$ cat src/rtl/wavegen_ctrl.sv
// wavegen_ctrl: phase-accumulator waveform sequencer with a one-deep config slot and a valid/ready sample output.
// The optional 8-bit saturating discard counter o_overrun_cnt is built only when WAVEGEN_OVERRUN_CNT_EN is defined.
module wavegen_ctrl #(
    parameter int PHASE_W = 16,
    parameter int DIV_W   = 16
) (
    input  logic                 i_clk,
    input  logic                 i_rst,
    input  logic                 i_en,
    input  logic [DIV_W-1:0]     i_rate_div,
    input  logic                 i_cfg_valid,
    output logic                 o_cfg_ready,
    input  logic [PHASE_W-1:0]   i_cfg_step,
    input  logic [3:0]           i_cfg_sel,
    input  logic [1:0]           i_cfg_wave,
    output logic [9:0]           o_addr,
    output logic [3:0]           o_sel,
    output logic [1:0]           o_wave,
    input  logic signed [15:0]   i_gen_data,
    output logic signed [15:0]   o_data,
    output logic                 o_valid,
    input  logic                 i_ready,
    output logic                 o_wrap,
`ifdef WAVEGEN_OVERRUN_CNT_EN
    output logic [7:0]           o_overrun_cnt,
`endif
    output logic                 o_overrun
);
    typedef enum logic {IDLE, RUN} state_t;
    state_t state, state_nx;
    logic [DIV_W-1:0] cnt;
    logic [PHASE_W-1:0] phase, step, sum, pend_step;
    logic [3:0] pend_sel;
    logic [1:0] pend_wave;
    logic pend_valid, run, tick, carry, accept, apply, take;

    assign o_cfg_ready = !pend_valid;
    assign o_addr = phase[PHASE_W-1 -: 10];

    // next state, tick strobe, phase sum and config/sample decisions
    always_comb begin
        state_nx = i_en ? RUN : IDLE;
        run = (state == RUN) && i_en;
        tick = run && (cnt == i_rate_div);
        {carry, sum} = {1'b0, phase} + {1'b0, step};
        accept = i_cfg_valid && !pend_valid;
        apply = pend_valid && ((state == IDLE) || (tick && carry));
        take = tick && (!o_valid || i_ready);
    end

    // state register
    always_ff @(posedge i_clk) begin
        if (i_rst) state <= IDLE;
        else state <= state_nx;
    end

    // tick counter, phase accumulator and wrap pulse; leaving RUN zeroes both
    always_ff @(posedge i_clk) begin
        if (i_rst || !run) begin
            cnt <= '0;
            phase <= '0;
        end else begin
            cnt <= tick ? '0 : cnt + 1'b1;
            if (tick) phase <= sum;
        end
        o_wrap <= !i_rst && tick && carry;
    end

    // pending slot capture and application on idle or phase wrap
    always_ff @(posedge i_clk) begin
        if (i_rst) begin
            pend_valid <= 1'b0;
            pend_step <= '0;
            pend_sel <= '0;
            pend_wave <= '0;
            step <= '0;
            o_sel <= '0;
            o_wave <= '0;
        end else begin
            if (accept) begin
                pend_valid <= 1'b1;
                pend_step <= i_cfg_step;
                pend_sel <= (i_cfg_sel > 4'd10) ? 4'd10 : i_cfg_sel;
                pend_wave <= i_cfg_wave;
            end
            if (apply) begin
                pend_valid <= 1'b0;
                step <= pend_step;
                o_sel <= pend_sel;
                o_wave <= pend_wave;
            end
        end
    end

    // sample register: load on tick when free, else drop and flag overrun
    always_ff @(posedge i_clk) begin
        if (i_rst) begin
            o_data <= '0;
            o_valid <= 1'b0;
            o_overrun <= 1'b0;
        end else if (take) begin
            o_data <= i_gen_data;
            o_valid <= 1'b1;
        end else if (tick) begin
            o_overrun <= 1'b1;
        end else if (o_valid && i_ready) begin
            o_valid <= 1'b0;
        end
    end

`ifdef WAVEGEN_OVERRUN_CNT_EN
    // saturating count of discarded samples
    always_ff @(posedge i_clk) begin
        if (i_rst) o_overrun_cnt <= '0;
        else if (tick && !take && o_overrun_cnt != 8'hff) o_overrun_cnt <= o_overrun_cnt + 1'b1;
    end
`endif
endmodule

$ cat config.mk
export PLATFORM = sky130hd
export DESIGN_NAME = wavegen_ctrl
export DESIGN_NICKNAME = d
export VERILOG_FILES = /design/src/rtl/wavegen_ctrl.sv
export SDC_FILE = /design/constraint.sdc
export NUM_CORES = 1
export LEC_CHECK = 0
export BUFFER_PORTS_ARGS = -buffer_cell sky130_fd_sc_hd__buf_2
export CORE_ASPECT_RATIO = 2
export CORE_MARGIN = 2
export CORE_UTILIZATION = 30
export DETAILED_ROUTE_END_ITERATION = 8
export PLACE_DENSITY = 0.52
export SLEW_MARGIN = 20
export SYNTH_ARGS = -nofsm -noshare
export SYNTH_HDL_FRONTEND = slang
export SYNTH_SLANG_ARGS = --single-unit
$ cat constraint.sdc
create_clock -name i_clk -period 2.2 [get_ports i_clk]
set_input_delay 0.44 -clock i_clk [delete_from_list [all_inputs] [get_ports i_clk]]
set_output_delay 0.44 -clock i_clk [all_outputs]
set_load 0.02 [all_outputs]
# Word-level counts from Yosys, hierarchy flattened
# Index checks and enable logic that the tools add are counted.
# W data, S select, Z words.
[classes]
muxes = 5
bitwise = 2
order_cmp = 1
n_eq_ne = 2
reduce_logical = 21
addsub = 2
[ops]
columns = ["cell", "n"]
rows = [
  ["$add A16 B16 Y17", 1],
  ["$add A16 B1 Y16 const B", 1],
  ["$eq A16 B16 Y1", 1],
  ["$logic_and A1 B1 Y1", 9],
  ["$gt A4 B4 Y1 const B", 1],
  ["$logic_not A1 Y1", 4],
  ["$mux W1", 4],
  ["$mux W4", 1],
  ["$reduce_and A2 Y1", 2],
  ["$reduce_or A2 Y1", 2],
  ["$logic_or A1 B1 Y1", 3],
  ["$ne A2 B1 Y1 const B", 1],
  ["$not A1 Y1", 2],
  ["$reduce_bool A2 Y1", 1],
]
[totals]
in_bits = 59
out_inout_bits = 36
register_bits = 97

# Longest topological paths before layout
# Gate-level depths: netlist of the first run.
[depth]
depth_word = 6
mapped_depth = 11
mapped_depth_nobuf = 9

# Worst setup path before layout of the first run
# Ideal clock, no wire load.
[synth_timing]
path_kind = "reg2reg"
from = "register phase[0]"
to = "register o_sel[3]"
required_ps = 2072
setup_slack_ps = -140
stages_incl_launch_ff = 12
arrival_ps = 2212
cell_sequence = "dfxtp_1 ha_1 fa_1 a211oi_2 o21ai_1 o21ai_1 o21ai_1 o221a_2 buf_6 buf_8 mux2i_1 nor2_1"
[synth_via]
elab_chain_cells = 4
[synth_rtl]
columns = ["element", "line", "text"]
rows = [
  ["from (decl)", "32", "logic [PHASE_W-1:0] phase, step, sum, pend_step;"],
  ["from (signal assigned)", "64", "if (tick) phase <= sum;"],
  ["$add A16 B16 Y17", "45", "{carry, sum} = {1'b0, phase} + {1'b0, step};"],
  ["$logic_and A1 B1 Y1", "47", "apply = pend_valid && ((state == IDLE) || (tick && carry));"],
  ["$logic_or A1 B1 Y1", "47", ""],
  ["$logic_and A1 B1 Y1", "47", ""],
  ["to (signal assigned)", "89", "o_sel <= pend_sel;"],
  ["to (decl)", "17", "output logic [3:0] o_sel,"],
]
# No other way between the ends.
# A chain may end at the register's enable or synchronous reset.

# Worst setup path in the final report of the first run
[layout_timing]
from = "register phase[0]"
to = "register step[1]"
[layout_via]
elab_chain_cells = 4
[layout_rtl]
columns = ["element", "line", "text"]
rows = [
  ["$add A16 B16 Y17", "45", ""],
  ["$logic_and A1 B1 Y1", "47", ""],
  ["$logic_or A1 B1 Y1", "47", ""],
  ["$logic_and A1 B1 Y1", "47", ""],
  ["to (signal assigned)", "88", "step <= pend_step;"],
  ["to (decl)", "32", ""],
]
# No other way between the ends.

==> metrics.csv, run 1 <==
stage,metric,value,unit
cells_and_area,finish.utilization,39.20,%
critical_path,cp_max_fo,12,
timing,setup_viol,23,
cells_and_area,drive_gt1_share,26.59,%
cells_and_area,multi_input_area,2474,um^2
power,p_clk_share,44.1,%
power,peakVddDrop,0.3665,mV
floorplan,coreArea,14900,um^2
cells_and_area,layout_common_cells,"dfxtp_1 (94), buf_2 (94), nor2_1 (86)",
grt,grt_pass1_wl,18950,um
placement,place.gp.congestion,0.8133,
power,power_frac_seq,49.5,%
clocking,cts_root_buf,clkbuf_16,
floorplan,initial_utilization,30.71,%
timing,maxSlewHeadroom,56.32,%
timing,drv_slew,0,
routing,via_per_inst,4.637,
logic_synthesis,synth_edf_count,0,
timing,period_minus_slack,2297,ps
logic_synthesis,synth_ff_type,dfxtp_1,
power,power.switching,0.8632,mW
timing,whs,296.9,ps
floorplan,io_pins,95,
routing,remaining_drc_errors,0,
logic_synthesis,syn_area,4576,um^2
power,power_leakage,2.601,nW
flow_run,drv_cap,0,
status,status,finished with violations,
grt,antenna_found_initial,0,
floorplan,num_rows,63,
clocking,cts_buffers,9,
cells_and_area,antenna_cells,0,
routing,drtIter0Drc,142,
floorplan,die_width,91.33,um
logic_synthesis,seq_area_frac_synth,42.44,%
timing,fin_skew,8.347,ps
routing,drt-total-wl,11730,um
timing,max_freq,435.4,MHz
routing,routedWlPerCell,14.00,um
logic_synthesis,avgSynthCellArea,8.732,um^2
logic_synthesis,synthCells,524,
timing,final.setup.worst_slack,-96.87,ps
routing,postRouteAntennaNets,0,
grt,grt_pass1_vias,3990,
grt,grt_usage,14.73,%
clocking,cts.clk_slew.worst_paths,70,ps
clocking,ctsHoldBuffers,0,
grt,grt_max_degree,65,
timing,rsz0062_at_grt,yes,
grt,grt_overflow_total,0,
critical_path,arrival,2510,ps
clocking,cts_num_sinks,97,
logic_synthesis,synth.distinct_cells,48,
logic_synthesis,syn-num-nets,601,
critical_path,path_class,reg -> reg,
clocking,max-clock-path-buffers,2,
power,p_sw_share,23.63,%
clocking,htree_levels,3,
critical_path,start_kind,flop,
cells_and_area,num-fill-cells,1521,
clocking,cts_tree,built,
critical_path,r2r_start,phase[0],
placement,io_buffers,94,
clocking,insertion_delay,350,ps
cells_and_area,area_delta_synth_final,27.65,%
routing,via_count,3886,
placement,place_area,5473,um^2
timing,fin_crit_sh,104.4,%
critical_path,end_kind,flop,
hold_path,hold_class,in -> reg,
power,p_int,2.790,mW
cells_and_area,fin_nets,716,
floorplan,dieArea,16320,um^2
status,violations,setup timing,
hold_path,holdCritStartpoint,i_rst,
critical_path,worstPathRequired,2410,ps
placement,hpwl,9220,um
logic_synthesis,ys.warnings.count,0,
power,powerDensity,625.4,nW/um^2
timing,report.final.hold_viol_count,0,
logic_synthesis,async_flop_share,0,%
cells_and_area,ff_latch_area,1946,um^2
critical_path,cp-startpoint,phase[0],
power,p_comb_share,6.4,%
logic_synthesis,ys_ff_latch,97,
floorplan,chipHeight,178.7,um
timing,worst_pin_slew,655.2,ps
routing,first_pass_iters,4,
cells_and_area,post-route-cell-area,5841,um^2
[registers in the layout, summed over array words and instances, names as in the netlist]
register,count
phase,16
o_valid,1
o_overrun,1
pend_step,16
state,1
step,16
o_wave,2
pend_valid,1
o_wrap,1
cnt,16
pend_sel,4
o_sel,4
o_data,16
pend_wave,2
[power groups by stage]
stage                     clock network (mW)  logic [mW]  registers, mW
after floorplan                            0       0.130           1.84
after global placement                     0       0.231           1.85
after detailed placement                   0       0.233           1.85
after CTS                               1.66       0.237           1.81
after global routing                    1.72       0.259           1.81
final                                   1.61       0.233           1.81
[cell families (layout without fill, tap and decap cells)]
kind of cell	after synthesis	after routing	share of synthesized area, %
AO/OA/AOI/OAI	80	80	10.50
XOR/XNOR	40	40	7.657
adder cells (fa/ha/maj)	18	18	5.086
buffers and inverters	39	158	5.004
flip-flops	97	97	42.44
multiplexers	44	44	9.625
AND/OR/NAND/NOR	206	206	19.69
[stage by stage]
step	power (mW)	cells	worst slack, ps	TNS (ps)
6_report	3.653	838	-96.87	-1735
5_1_grt	3.794	838	-191.1	-3655
4_1_cts	3.709	837	-109.8	-1987
3_5_place_dp	2.083	822	-201.6	-4002
3_3_place_gp	2.080	822	-173.1	-3232
2_1_floorplan	1.974	524	-24.65	-492.8
[critical path, cell delays in order, from the launching register on]
cell      delay (ps)
dfxtp_2          340
ha_4             160
fa_2             360
a211oi_4         270
o21ai_2          100
o21ai_2          180
o21ai_2           90
o221a_4          300
buf_12           160
mux2i_1          150
nor2_1            50
[area by class of cell]
| type | count | area share [%] |
|---|---|---|
| clock buffer | 9 | 3.856 |
| inverter | 5 | 0.3213 |
| sequential | 97 | 33.31 |
| timing repair buffer | 138 | 14.70 |
| multi-input combinational | 388 | 42.35 |
| clock inverter | 6 | 1.285 |
| tap | 195 | 4.177 |
[timing repair]
action                                  4_1_cts  5_1_grt
gates cloned                                  0        0
endpoints found under the setup margin       24       28
gates resized for setup                       8        7
pin swaps                                     2        5
buffers inserted                              0        1
[routing by layer]
metal	share of wire (%)	routed length, um	vias up	GRT usage [%]
met4	2.8	323	0	7.386
met5	0	0	-	0
met1	38	4473	1781	14.85
li1	-	-	2001	-
met3	3.8	446	19	2.648
met2	55	6486	85	28.46
[Yosys cell counts, types with 4 or more instances]
cell type | instances | area share [%]
dfxtp_1 | 97 | 42
mux2i_1 | 44 | 9.6
buf_4 | 11 | 1.8
clkbuf_1 | 16 | 1.3
o21ai_0 | 8 | 0.88
xnor2_1 | 25 | 4.8
a21o_1 | 4 | 0.66
a21oi_1 | 43 | 4.7
nor2b_1 | 4 | 0.55
nand4_1 | 8 | 1.1
inv_1 | 5 | 0.41
ha_1 | 17 | 4.6
xor2_1 | 15 | 2.9
nand2_1 | 70 | 5.7
nor2_1 | 86 | 7.1
nand3_1 | 11 | 1.2
and3_1 | 7 | 0.96
o211ai_1 | 4 | 0.66
nor3_1 | 8 | 0.88
[worst paths after layout]
check             cells after the start           end  slack, ps
setup / recovery                     10       step[1]       -100
hold / removal                        2         state        300
setup reg to reg                     10       step[1]       -100
hold reg to reg                       2  pend_wave[1]        460
No activity file was read; power rests on OpenSTA's default activity.
==> run 2, diff against run 1 <==
CORE_UTILIZATION = 35   (was 30)
MAX_ROUTING_LAYER = met4   (was unset)
PLACE_DENSITY = 0.56   (was 0.52)
clock period = 2.25 ns   (was 2.2 ns; I/O delays follow)
==> run 2 against run 1 <==
Effect of this change:
- the flow still finishes with violations (setup timing)
- count of clock-buffer cells in the layout unchanged
- wire length up 2.8%
- register-to-register slack better by 80 ps
- sequential cell count unchanged
- worst hold slack better by 24 ps
- sequential power down 2%
- final area down 0.26%
- cell count down 5.6%
- clock power up 17%
- maximum frequency up 1.3%
- worst setup slack better by 79 ps
- critical path type unchanged
- largest cell class unchanged
- highest routed layer unchanged
==> metrics.csv, run 2 (synthesis gave the netlist of run 1 again) <==
stage,metric,value,unit,change
status,status,finished with violations,,unchanged
status,violations,setup timing,,unchanged
power,peakVddDrop,0.4863,mV,was 0.3665 mV
timing,worst_pin_slew,684.8,ps,was 655.2 ps
hold_path,hold_class,in -> reg,,unchanged
cells_and_area,layout_common_cells,"dfxtp_1 (95), buf_2 (94), nor2_1 (86)",,"was dfxtp_1 (94), buf_2 (94), nor2_1 (86)"
timing,rsz0062_at_grt,yes,,unchanged
cells_and_area,num-fill-cells,1276,,was 1521
power,power_frac_seq,45.5,%,was 49.5%
grt,busiest_layer,met2,,unchanged
critical_path,path_cells,ha_4 > fa_2 > a211oi_4 > o21ai_2 > o21ai_2 > o21ai_2 > o221a_4 > buf_12 > mux2i_1 > nor2_1,,unchanged
power,power.switching,0.8308,mW,was 0.8632 mW
critical_path,worstPathRequired,2460,ps,was 2410 ps
routing,drt-total-wl,12060,um,was 11730 um
grt,grt_max_degree,65,,unchanged
floorplan,initial_utilization,35.42,%,was 30.71%
routing,postRouteAntennaNets,0,,unchanged
cells_and_area,fin_nets,711,,was 716
power,power.total,3.891,mW,was 3.653 mW
timing,fin_crit_sh,100.8,%,was 104.4%
floorplan,io_pins,95,,unchanged
timing,report.final.hold_viol_count,0,,unchanged
flow_run,drv_cap,0,,unchanged
cells_and_area,area_delta_synth_final,27.32,%,was 27.65%
clocking,cts_num_sinks,97,,unchanged
routing,remaining_drc_errors,0,,unchanged
grt,met1_usage,17.86,%,was 14.85%
clocking,htree_levels,3,,unchanged
placement,place.gp.congestion,0.8940,,was 0.8133
floorplan,chipHeight,165.7,um,was 178.7 um
timing,max_freq,441.0,MHz,was 435.4 MHz
routing,routedWlPerCell,15.24,um,was 14.00 um
floorplan,die_width,84.85,um,was 91.33 um
clocking,max-clock-path-buffers,2,,unchanged
routing,via_per_inst,5.025,,was 4.637
placement,hpwl,8790,um,was 9220 um
timing,maxSlewHeadroom,54.35,%,was 56.32%
grt,grt_pass1_vias,3870,,was 3990
floorplan,num_rows,59,,was 63
critical_path,end_kind,flop,,unchanged
critical_path,cp_max_fo,13,,was 12
timing,fin_skew,4.684,ps,was 8.347 ps
critical_path,start_kind,flop,,unchanged
cells_and_area,post-route-cell-area,5826,um^2,was 5841 um^2
critical_path,cp_top_family,compound AO/OA/AOI/OAI gates,,unchanged
timing,period_minus_slack,2268,ps,was 2297 ps
clocking,insertion_delay,350,ps,about the same
clocking,ctsHoldBuffers,0,,unchanged
cells_and_area,antenna_cells,0,,unchanged
floorplan,dieArea,14060,um^2,was 16320 um^2
placement,io_buffers,94,,unchanged
clocking,cts_buffers,9,,unchanged
grt,met3_usage,3.637,%,was 2.648%
grt,grt_pass1_wl,18890,um,was 18950 um
grt,grt_overflow_total,0,,unchanged
timing,final.setup.worst_slack,-17.60,ps,was -96.87 ps
grt,antenna_found_initial,0,,unchanged
clocking,cts.clk_slew.worst_paths,70,ps,about the same
critical_path,critPathMaxStageDelay,360,ps,about the same
power,power_leakage,2.606,nW,was 2.601 nW
power,p_int,3.060,mW,was 2.790 mW
placement,place_area,5301,um^2,was 5473 um^2
critical_path,crit_top_cell,o21ai_2,,unchanged
grt,use_met2,31.87,%,was 28.46%
timing,setup_viol,6,,was 23
routing,via_count,3975,,was 3886
timing,whs,320.6,ps,was 296.9 ps
timing,drv_slew,0,,unchanged
cells_and_area,final_common_cell,dfxtp_1,,
critical_path,critPathSlowestCell,fa_2,,unchanged
power,p_comb_share,6.1,%,was 6.4%
critical_path,cp_num_buf_inv,1,,unchanged
clocking,cts_root_buf,clkbuf_16,,unchanged
floorplan,coreArea,12920,um^2,was 14900 um^2
power,p_clk_share,48.4,%,was 44.1%
grt,grt_usage,17.53,%,was 14.73%
power,p_sw_share,21.35,%,was 23.63%
routing,first_pass_iters,4,,unchanged
routing,drtIter0Drc,159,,was 142
critical_path,path_class,reg -> reg,,unchanged
critical_path,arrival,2470,ps,was 2510 ps
clocking,cts_tree,built,,unchanged
power,powerDensity,667.9,nW/um^2,was 625.4 nW/um^2
cells_and_area,drive_gt1_share,26.29,%,was 26.59%
## run 2: what timing repair did
action | in CTS | in global routing
cloned | 0 | 1
pin swaps | 4 | 4
resized for setup | 4 | 11
setup buffers | 2 | 7
setup endpoints to repair | 23 | 27
## run 2: layout make-up
cell class / instances / area (um^2) / share of cell area [%]
Multi-Input combinational cell: 388 / 2474 / 42.46
Tap cell: 152 / 190.2 / 3.265
Timing Repair Buffer: 133 / 830.8 / 14.26
Clock inverter: 7 / 142.6 / 2.448
Clock buffer: 9 / 225.2 / 3.866
Sequential cell: 97 / 1944 / 33.38
Inverter: 5 / 18.77 / 0.3222
## run 2: final timing paths
check	startpoint	end	slack, ps	cells after the start
setup / recovery	phase[0]	step[0]	-20	10
hold / removal	i_rst	state	320	2
setup reg to reg	phase[0]	step[0]	-20	10
hold reg to reg	pend_sel[2]	pend_sel[2]	460	2
## run 2: power by group through the flow
stage / clock [mW] / combinational, mW / sequential (mW)
6_report: 1.88 / 0.237 / 1.77
3_3_place_gp: 0 / 0.227 / 1.81
5_1_grt: 2.01 / 0.262 / 1.77
2_1_floorplan: 0 / 0.127 / 1.80
4_1_cts: 1.94 / 0.233 / 1.77
3_5_place_dp: 0 / 0.230 / 1.81
## run 2: metal layers
layer,vias up,share of wire [%]
met3,24,3.4
met5,-,0
met2,98,56
met1,1862,38
met4,0,2.9
li1,1991,-
## run 2: metrics by stage
step           cells  setup TNS [ps]  utilization, %  setup slack, ps
3_5_place_dp     765           -2452           41.04           -133.1
3_3_place_gp     765           -1089           41.04           -73.74
6_report         791          -46.94           45.09           -17.60
4_1_cts          783           -1788           44.16           -105.9
5_1_grt          791           -1672           45.09           -111.9
2_1_floorplan    524               0               -            13.43
